--- config.mk ---
export PLATFORM = sky130hd
export DESIGN_NAME = spi_slave_lbus_param
export DESIGN_NICKNAME = d
export VERILOG_FILES = /design/src/rtl/spi_slave_lbus_param.sv
export SDC_FILE = /design/constraint.sdc
export NUM_CORES = 1
export LEC_CHECK = 0
export BUFFER_PORTS_ARGS = -buffer_cell sky130_fd_sc_hd__buf_4
export CAP_MARGIN = 0
export CELL_PAD_IN_SITES_DETAIL_PLACEMENT = 1
export CELL_PAD_IN_SITES_GLOBAL_PLACEMENT = 2
export CORE_ASPECT_RATIO = 0.6
export CORE_MARGIN = 3
export CORE_UTILIZATION = 39
export CTS_BUF_LIST = sky130_fd_sc_hd__clkbuf_8 sky130_fd_sc_hd__clkbuf_16
export CTS_CLUSTER_SIZE = 30
export DETAILED_ROUTE_END_ITERATION = 16
export GPL_TIMING_DRIVEN = 0
export HOLD_SLACK_MARGIN = 0.12
export PLACE_DENSITY_LB_ADDON = 0.1
export SLEW_MARGIN = 20
export SYNTH_ARGS = -nofsm -noshare
export SYNTH_HDL_FRONTEND = slang
export SYNTH_SLANG_ARGS = --single-unit
--- constraint.sdc ---
create_clock -name sclk -period 4.9 [get_ports sclk]
set_input_delay 0.49 -clock sclk [delete_from_list [all_inputs] [get_ports sclk]]
set_output_delay 0.49 -clock sclk [all_outputs]
set_load 0.02 [all_outputs]
--- src/rtl/spi_slave_lbus_param.sv ---
// SPI mode-0 slave bridging serial frames onto a simple local bus.
// A frame is an 8-bit command, an address, then any number of data
// words. Command 0x01 writes and 0x02 reads; any other command makes
// the slave ignore the rest of the frame. reset_spi marks frame
// boundaries and is held high between frames.
module spi_slave_lbus_param #(
    parameter int ADDR_BYTES = 2,
    parameter int DATA_BYTES = 1,
    parameter int AUTO_INC   = 1
) (
    input  logic                      sclk,
    input  logic                      reset_spi,
    input  logic                      mosi,
    output logic                      miso,
    input  logic [8*DATA_BYTES-1:0]   rdata,
    output logic                      rd_en,
    output logic                      rd_stb,
    output logic                      wr_en,
    output logic [8*DATA_BYTES-1:0]   wdata,
    output logic [8*ADDR_BYTES-1:0]   address
);

    localparam int AW = 8 * ADDR_BYTES;
    localparam int DW = 8 * DATA_BYTES;
    // The shift register has to hold the widest field: address or data word.
    localparam int SW = (AW > DW) ? AW : DW;
    localparam logic [DW-1:0] MSB_MASK = {1'b1, {(DW-1){1'b0}}};

    typedef enum logic [2:0] {
        CMD,
        ADDR,
        WDATA,
        RDATA,
        IGNORE
    } state_t;

    state_t          state;
    logic [5:0]      cnt;
    logic [SW-2:0]   sr;
    logic            is_read;
    logic [SW-1:0]   shifted;

    // The incoming bit joins the held bits so a field can be captured on
    // the very edge that completes it.
    assign shifted = {sr, mosi};

    // Rising-edge frame decoder: bit counting, address and data capture, strobes.
    always_ff @(posedge sclk or posedge reset_spi) begin
        if (reset_spi) begin
            state   <= CMD;
            cnt     <= '0;
            sr      <= '0;
            is_read <= 1'b0;
            address <= '0;
            wdata   <= '0;
            wr_en   <= 1'b0;
            rd_en   <= 1'b0;
            rd_stb  <= 1'b0;
        end else begin
            sr     <= shifted[SW-2:0];
            wr_en  <= 1'b0;
            rd_stb <= 1'b0;
            case (state)
                CMD: begin
                    if (cnt == 6'd7) begin
                        cnt <= '0;
                        if (shifted[7:0] == 8'h01) begin
                            state   <= ADDR;
                            is_read <= 1'b0;
                        end else if (shifted[7:0] == 8'h02) begin
                            state   <= ADDR;
                            is_read <= 1'b1;
                        end else begin
                            state <= IGNORE;
                        end
                    end else begin
                        cnt <= cnt + 6'd1;
                    end
                end
                ADDR: begin
                    if (cnt == 6'(AW - 1)) begin
                        address <= shifted[AW-1:0];
                        cnt     <= '0;
                        if (is_read) begin
                            state  <= RDATA;
                            rd_en  <= 1'b1;
                            rd_stb <= 1'b1;
                        end else begin
                            state <= WDATA;
                        end
                    end else begin
                        cnt <= cnt + 6'd1;
                    end
                end
                WDATA: begin
                    // The write lands at the old address, so step it one edge later.
                    if (wr_en && (AUTO_INC != 0)) begin
                        address <= address + AW'(1);
                    end
                    if (cnt == 6'(DW - 1)) begin
                        cnt   <= '0;
                        wdata <= shifted[DW-1:0];
                        wr_en <= 1'b1;
                    end else begin
                        cnt <= cnt + 6'd1;
                    end
                end
                RDATA: begin
                    // Moving to the next address at word end gives the bus half
                    // a period to present the next word before its MSB goes out.
                    if (cnt == 6'(DW - 1)) begin
                        cnt    <= '0;
                        rd_stb <= 1'b1;
                        if (AUTO_INC != 0) begin
                            address <= address + AW'(1);
                        end
                    end else begin
                        cnt <= cnt + 6'd1;
                    end
                end
                IGNORE: begin
                    cnt <= cnt;
                end
                default: begin
                    state <= CMD;
                end
            endcase
        end
    end

    // Falling-edge serializer: shifts the current read word out MSB first.
    always_ff @(negedge sclk or posedge reset_spi) begin
        if (reset_spi) begin
            miso <= 1'b0;
        end else if (state == RDATA) begin
            miso <= |(rdata & (MSB_MASK >> cnt));
        end else begin
            miso <= 1'b0;
        end
    end

endmodule

---- Word-level counts from Yosys, hierarchy flattened ----
Cells that the tools add are included.
storage, ports and cells
  bits in registers ....................... 53
  input bits .............................. 11
  output and inout bits ................... 28
  word-level logic and storage cells ...... 60
cells by class
  add/subtract/negate cells ............... 2
  equal/unequal tests ..................... 12
  shift operators ......................... 1
  mux-type cells .......................... 21
  bitwise operators ....................... 2
  reductions and logical operators ........ 12
operator list
  operator                                          count
  2-to-1 mux 16 bit                                 3
  one-hot mux 16 bit (3 select lines)               1
  adder 16 x 1 -> 16 bit, second input constant     1
  2-to-1 mux 3 bit                                  4
  2-to-1 mux 6 bit                                  2
  one-hot mux 6 bit (2 select lines)                1
  one-hot mux 3 bit (3 select lines)                1
  AND reduction 3 bit                               3
  bitwise AND 8 bit                                 1
  == test 8 x 1 -> 1 bit, second input constant     1
  == test 8 x 2 -> 1 bit, second input constant     1
  2-to-1 mux 1 bit                                  8
  inequality test 2 bit, second input constant      4
  OR reduction 8 bit                                1
  right shift 8 x 6 -> 8 bit, first input constant  1
  adder 6 x 1 -> 6 bit, second input constant       1
  == test 3 x 2 -> 1 bit, second input constant     2
  == test 6 x 3 -> 1 bit, second input constant     1
  == test 6 x 4 -> 1 bit, second input constant     1
  OR reduction 3 bit                                2
  AND reduction 4 bit                               1
  nonzero test 2 bit                                2
  == test 3 x 1 -> 1 bit, second input constant     1
  == test 3 bit, second input constant              1
  other kinds (5)                                   5

---- Longest topological paths before layout ----
Gate-level depths: netlist (run 1).
  word-level depth ........................ 5
  mapped depth ............................ 7

==> results.cfg, run 1 <==
[worst_setup_path]
crit_fanout = 6
cp-start-kind = flip-flop
critPathCaptureType = flip-flop
crit_type = flip-flop to flip-flop
cp.required_ns = 2.60
r2r_setup_slack_ns = 1.06
crit_arrival_ns = 1.54

[place]
gp_congestion = 0.831
post_dp_cell_area_mm2 = 0.00288
dpl.hpwl_um = 4830
io_buffers = 38

[logic_synthesis]
synth_cell_types = 48
ys_warn_count = 0
ys.flop_type = dfrtp_1
synth_area_per_cell_um2 = 10.8
async_reset_ff_share_pct = 100
ys_seq_elements = 53
synth_edf_count = 0
yosys.area.top_type = dfrtp_1
syn_inst = 230
syn_nets = 243
seq_area_frac_synth_pct = 53.2
synthTopCellsByArea = dfrtp_1, mux2_2, a21oi_1
synth.top_cell.area_share_pct = 52.2
netlist_area_mm2 = 0.00249

[cts]
insertion_delay_ns = 0.31
clock-sinks = 53
cts_buffers = 5
post_cts_resize_count = 0
cts_tree = built
clk_pin_slew_ns = 0.09
cts_max_level = 2
post-cts-setup-buffers = 0
root_buffer = clkbuf_8
ctsHoldBuffers = 0
cts_buffer_depth = 2

[global_route]
grt.overflow.total = 0
grt_max_degree = 54
track_usage_pct = 19.5
grt_pass1_wl_um = 11000
antenna_found_initial = 0
first_global_vias = 2064

[cells_and_area]
final_cell_mix = dfrtp_1, buf_4, nand2_1
final_common_cell = dfrtp_1
final_area_mm2 = 0.00298
n_antenna_cell = 0
area_growth_pct = 19.5
nFillCells = 659
drive_gt1_share_pct = 25.4
fin_nets = 288

[pwr]
p_leak_nw = 1.27
swShare_pct = 28.1
combPwrFrac_pct = 12.6
clockPowerShare_pct = 30.6
power.share.sequential_pct = 56.9
ir_drop_mv = 0.144
p_int_mw = 0.624
finalPower_mw = 0.869
power_density_mw_per_mm2 = 292
p_sw_mw = 0.244

[drt]
post-route-drc-count = 0
vias_per_cell = 5.74
route.vias.total = 2044
wire_per_inst_um = 18.9
routed_wl_um = 6710
drt.antenna.violating_nets = 0
drtIter0Drc = 99
dr.pass1.iters = 4

[run_status]
status = completed

[floorplan]
start_util_pct = 42.5
ios = 39
die_h_um = 67.9
coreArea_mm2 = 0.00586
die_x_um = 109
die_area_mm2 = 0.00741
num_rows = 21

[timing]
max-slew-margin-rel_pct = 54.8
fin_skew_ns = 0.0123
hold_ws_ns = 0.286
drv_slew = 0
tightest_slew_ns = 0.678
tns_ns = 0
finalSetupViolCount = 0
finalHoldViolCount = 0
rsz0062_at_grt = false

[flow_run]
drv_cap = 0

[worst_hold_path]
min-delay-path-class = input port to async pin
==> final cells by class <==
class	instances	area (um^2)	area share [%]
well taps	80	100	3.36
multi-input cells	158	1080	36.2
clock buffers	6	82.6	2.77
repair buffers	38	285	9.58
clock inverters	2	16.3	0.546
flip-flops and latches	53	1330	44.5
plain buffers	13	63.8	2.14
inverters	6	25.0	0.840
==> layer usage <==
| layer | GRT usage, % | vias to the layer above | routed length (um) | part of all wire [%] |
|---|---|---|---|---|
| met4 | 4.82 | 0 | 40 | 0.60 |
| met3 | 4.15 | 4 | 416 | 6.2 |
| met2 | 27.8 | 60 | 2800 | 42 |
| met5 | 0 | - | 0 | 0 |
| met1 | 30.1 | 1034 | 3450 | 51 |
| li1 | - | 946 | - | - |
==> flip-flops by register name (all words and copies together), names as in the netlist <==
name / count
address: 16
cnt: 6
is_read: 1
miso: 1
rd_en: 1
rd_stb: 1
sr: 15
state: 3
wdata: 8
wr_en: 1
==> power by group through the flow <==
stage | clock network [mW] | registers, mW | logic (mW)
final | 0.265 | 0.494 | 0.109
after global placement | 0 | 0.500 | 0.107
after detailed placement | 0 | 0.501 | 0.109
after floorplan | 0 | 0.512 | 0.0407
after CTS | 0.278 | 0.493 | 0.111
after global routing | 0.294 | 0.499 | 0.119
==> worst max-delay path, stage by stage, from the launching register on <==
cell     delay (ns)
dfrtp_1        0.49
mux4_2         0.55
mux2i_1        0.14
nor3_1         0.06
==> logic make-up after synthesis <==
kind of cell / Yosys count / share of synthesized area, %
AND/OR/NAND/NOR: 75 / 16.7
AO/OA/AOI/OAI: 62 / 16.8
flip-flops: 53 / 53.2
buffers and inverters: 19 / 3.47
multiplexers: 13 / 6.68
XOR/XNOR: 6 / 2.11
adder cells (fa/ha/maj): 2 / 1.00
==> cells in the mapped netlist (2+ instances only) <==
library cell	number
a21oi_1	16
a2bb2oi_1	5
a31oi_1	7
a32oi_1	2
and3_1	3
and4_1	4
buf_2	6
buf_4	2
clkbuf_1	5
dfrtp_1	52
ha_1	2
inv_1	6
mux2_2	9
mux2i_1	2
mux4_2	2
nand2_1	17
nand3_1	13
nand4_1	3
nor2_1	14
nor2b_1	4
nor3_1	5
nor4_1	2
nor4bb_1	2
o21ai_0	11
o22a_1	5
o22ai_1	3
o31ai_1	2
or4_1	2
xnor2_1	4
xor2_1	2
==> final timing paths <==
path	cells past startpoint	to	from
max	3	miso$_DFF_NP0_	cnt[0]$_DFFE_PP0P_
min	2	address[12]$_DFFE_PP0P_	reset_spi
max reg2reg	3	miso$_DFF_NP0_	cnt[0]$_DFFE_PP0P_
min reg2reg	0	sr[11]$_DFF_PP0_	sr[10]$_DFF_PP0_
max in group asynchronous	2	miso$_DFF_NP0_	reset_spi
min in group sclk	1	sr[0]$_DFF_PP0_	mosi
==> stage by stage <==
| stage | worst slack [ns] | utilization (%) | instances |
|---|---|---|---|
| after CTS | 1.04 | 50.8 | 356 |
| after global routing | 0.954 | 50.8 | 356 |
| final | 1.06 | 50.8 | 356 |
| after detailed placement | 1.01 | 49.1 | 348 |
| after global placement | 0.0303 | 49.1 | 348 |
| after floorplan | 0.774 | - | 230 |
No activity file was read; power rests on OpenSTA's default activity.
==> run 2: changes to the inputs <==
--- a/config.mk
+++ b/config.mk
@@ -11,7 +11,7 @@
 export CELL_PAD_IN_SITES_GLOBAL_PLACEMENT = 2
 export CORE_ASPECT_RATIO = 0.6
 export CORE_MARGIN = 3
-export CORE_UTILIZATION = 39
+export CORE_UTILIZATION = 33
 export CTS_BUF_LIST = sky130_fd_sc_hd__clkbuf_8 sky130_fd_sc_hd__clkbuf_16
 export CTS_CLUSTER_SIZE = 30
 export DETAILED_ROUTE_END_ITERATION = 16
==> constraint.sdc (replaced) <==
create_clock -name sclk -period 3.43 [get_ports sclk]
set_input_delay 0.343 -clock sclk [delete_from_list [all_inputs] [get_ports sclk]]
set_output_delay 0.343 -clock sclk [all_outputs]
set_load 0.02 [all_outputs]
==> results.cfg, run 2 (synthesized netlist as in run 1, its figures left out) <==
[worst_setup_path]
critPathTopFamily = multiplexers
rr_endpoint = miso$_DFF_NP0_
crit_end = miso$_DFF_NP0_
startpoint = cnt[0]$_DFFE_PP0P_
cpPeakStageDelay_ns = 0.54
cp-start-kind = flip-flop
crit_arrival_ns = 1.66
path_cells = mux4_2, mux2i_1, nor3_1
r2r_cells = 3
crit_type = flip-flop to flip-flop
cpMaxStageDelayCell = mux4_2
r2r_start = cnt[0]$_DFFE_PP0P_
r2r_setup_slack_ns = 0.20
critPathCaptureType = flip-flop
cp.required_ns = 1.87
crit_cells = 3
crit_buf_inv = 0
crit_fanout = 6

[global_route]
first_global_vias = 2015
antenna_found_initial = 0
grt_max_degree = 54
track_usage_pct = 17.2
grt_pass1_wl_um = 11300
grt.overflow.total = 0

[cells_and_area]
fin_nets = 288
final_common_cell = dfrtp_1
area_growth_pct = 22.5
instances_no_fill = 376
n_antenna_cell = 0
regMostFlops = address
reg_top3 = address x16, sr x15, wdata x8
final_cell_mix = dfrtp_1, buf_4, nand2_1
post-route-util_pct = 43.6
largest_reg_flops = 16
drive_gt1_share_pct = 24.6

[drt]
route.vias.total = 1999
vias_per_cell = 5.32
wire_per_inst_um = 18.3
post-route-drc-count = 0
drtIter0Drc = 98
routed_wl_um = 6870
drt.antenna.violating_nets = 0
dr.pass1.iters = 4

[floorplan]
start_util_pct = 35.6
die_h_um = 73.3
die_area_mm2 = 0.00866
num_rows = 23
ios = 39
coreArea_mm2 = 0.00699
die_x_um = 118

[timing]
drv_slew = 0
finalHoldViolCount = 0
tightest_slew_ns = 0.710
rsz0062_at_grt = false
finalSetupViolCount = 0
tns_ns = 0
fin_skew_ns = 0.0231
layout_setup_ws_ns = 0.204
max-slew-margin-rel_pct = 52.3

[cts]
clock-sinks = 53
ctsHoldBuffers = 0
cts_max_level = 2
insertion_delay_ns = 0.32
post_cts_resize_count = 0
cts_tree = built
cts_buffers = 5
post-cts-setup-buffers = 0
cts_buffer_depth = 2
root_buffer = clkbuf_16
clk_pin_slew_ns = 0.06

[flow_run]
drv_cap = 0

[run_status]
status = completed

[pwr]
p_leak_nw = 1.30
ir_drop_mv = 0.170
finalPower_mw = 1.36
power_density_mw_per_mm2 = 447

[place]
dpl.hpwl_um = 4870
place_inst = 368
pre_cts_ws_ns = 0.171
io_buffers = 38
gp_congestion = 0.804

[worst_hold_path]
min-delay-path-class = input port to async pin
run 2: how the worst min path moves through the flow:
stage                          start                 end  slack, ns  depth (start not counted)
floorplan            sr[8]$_DFF_PP0_     sr[9]$_DFF_PP0_       0.35                          0
global placement    sr[10]$_DFF_PP0_    sr[11]$_DFF_PP0_       0.36                          0
detailed placement  sr[10]$_DFF_PP0_    sr[11]$_DFF_PP0_       0.36                          0
CTS                        reset_spi  cnt[2]$_DFFE_PP0P_       0.18                          2
global route               reset_spi  cnt[2]$_DFFE_PP0P_       0.20                          2
finish                     reset_spi  cnt[2]$_DFFE_PP0P_       0.15                          2
run 2: cell type report:
cell class                      instances  area [um^2]
Timing Repair Buffer                   38          285
Clock inverter                          2         7.51
Multi-Input combinational cell        158         1080
Buffer                                 13         63.8
Fill cell                             801         3940
Inverter                                6         25.0
Sequential cell                        53         1330
Clock buffer                            6          139
Tap cell                              100          125
run 2: metrics by stage:
step	hold slack [ns]	area [um^2]
floorplan	0.354	2490
global placement	0.361	2900
detailed placement	0.365	2900
CTS	0.182	3050
global route	0.200	3050
finish	0.145	3050
run 2: metal layers:
metal | routed length [um] | vias up | GRT usage (%)
met2 | 2700 | 48 | 23.4
met3 | 419 | 6 | 6.00
met4 | 43 | 0 | 3.64
li1 | - | 942 | -
met5 | 0 | - | 0
met1 | 3710 | 1003 | 26.1
run 2: power by group:
part           internal, mW  switching [mW]  leakage, nW
sequential            0.658          0.0479        0.641
combinational        0.0673          0.0839        0.580
clock                 0.286           0.220       0.0795
total                  1.01           0.352         1.30
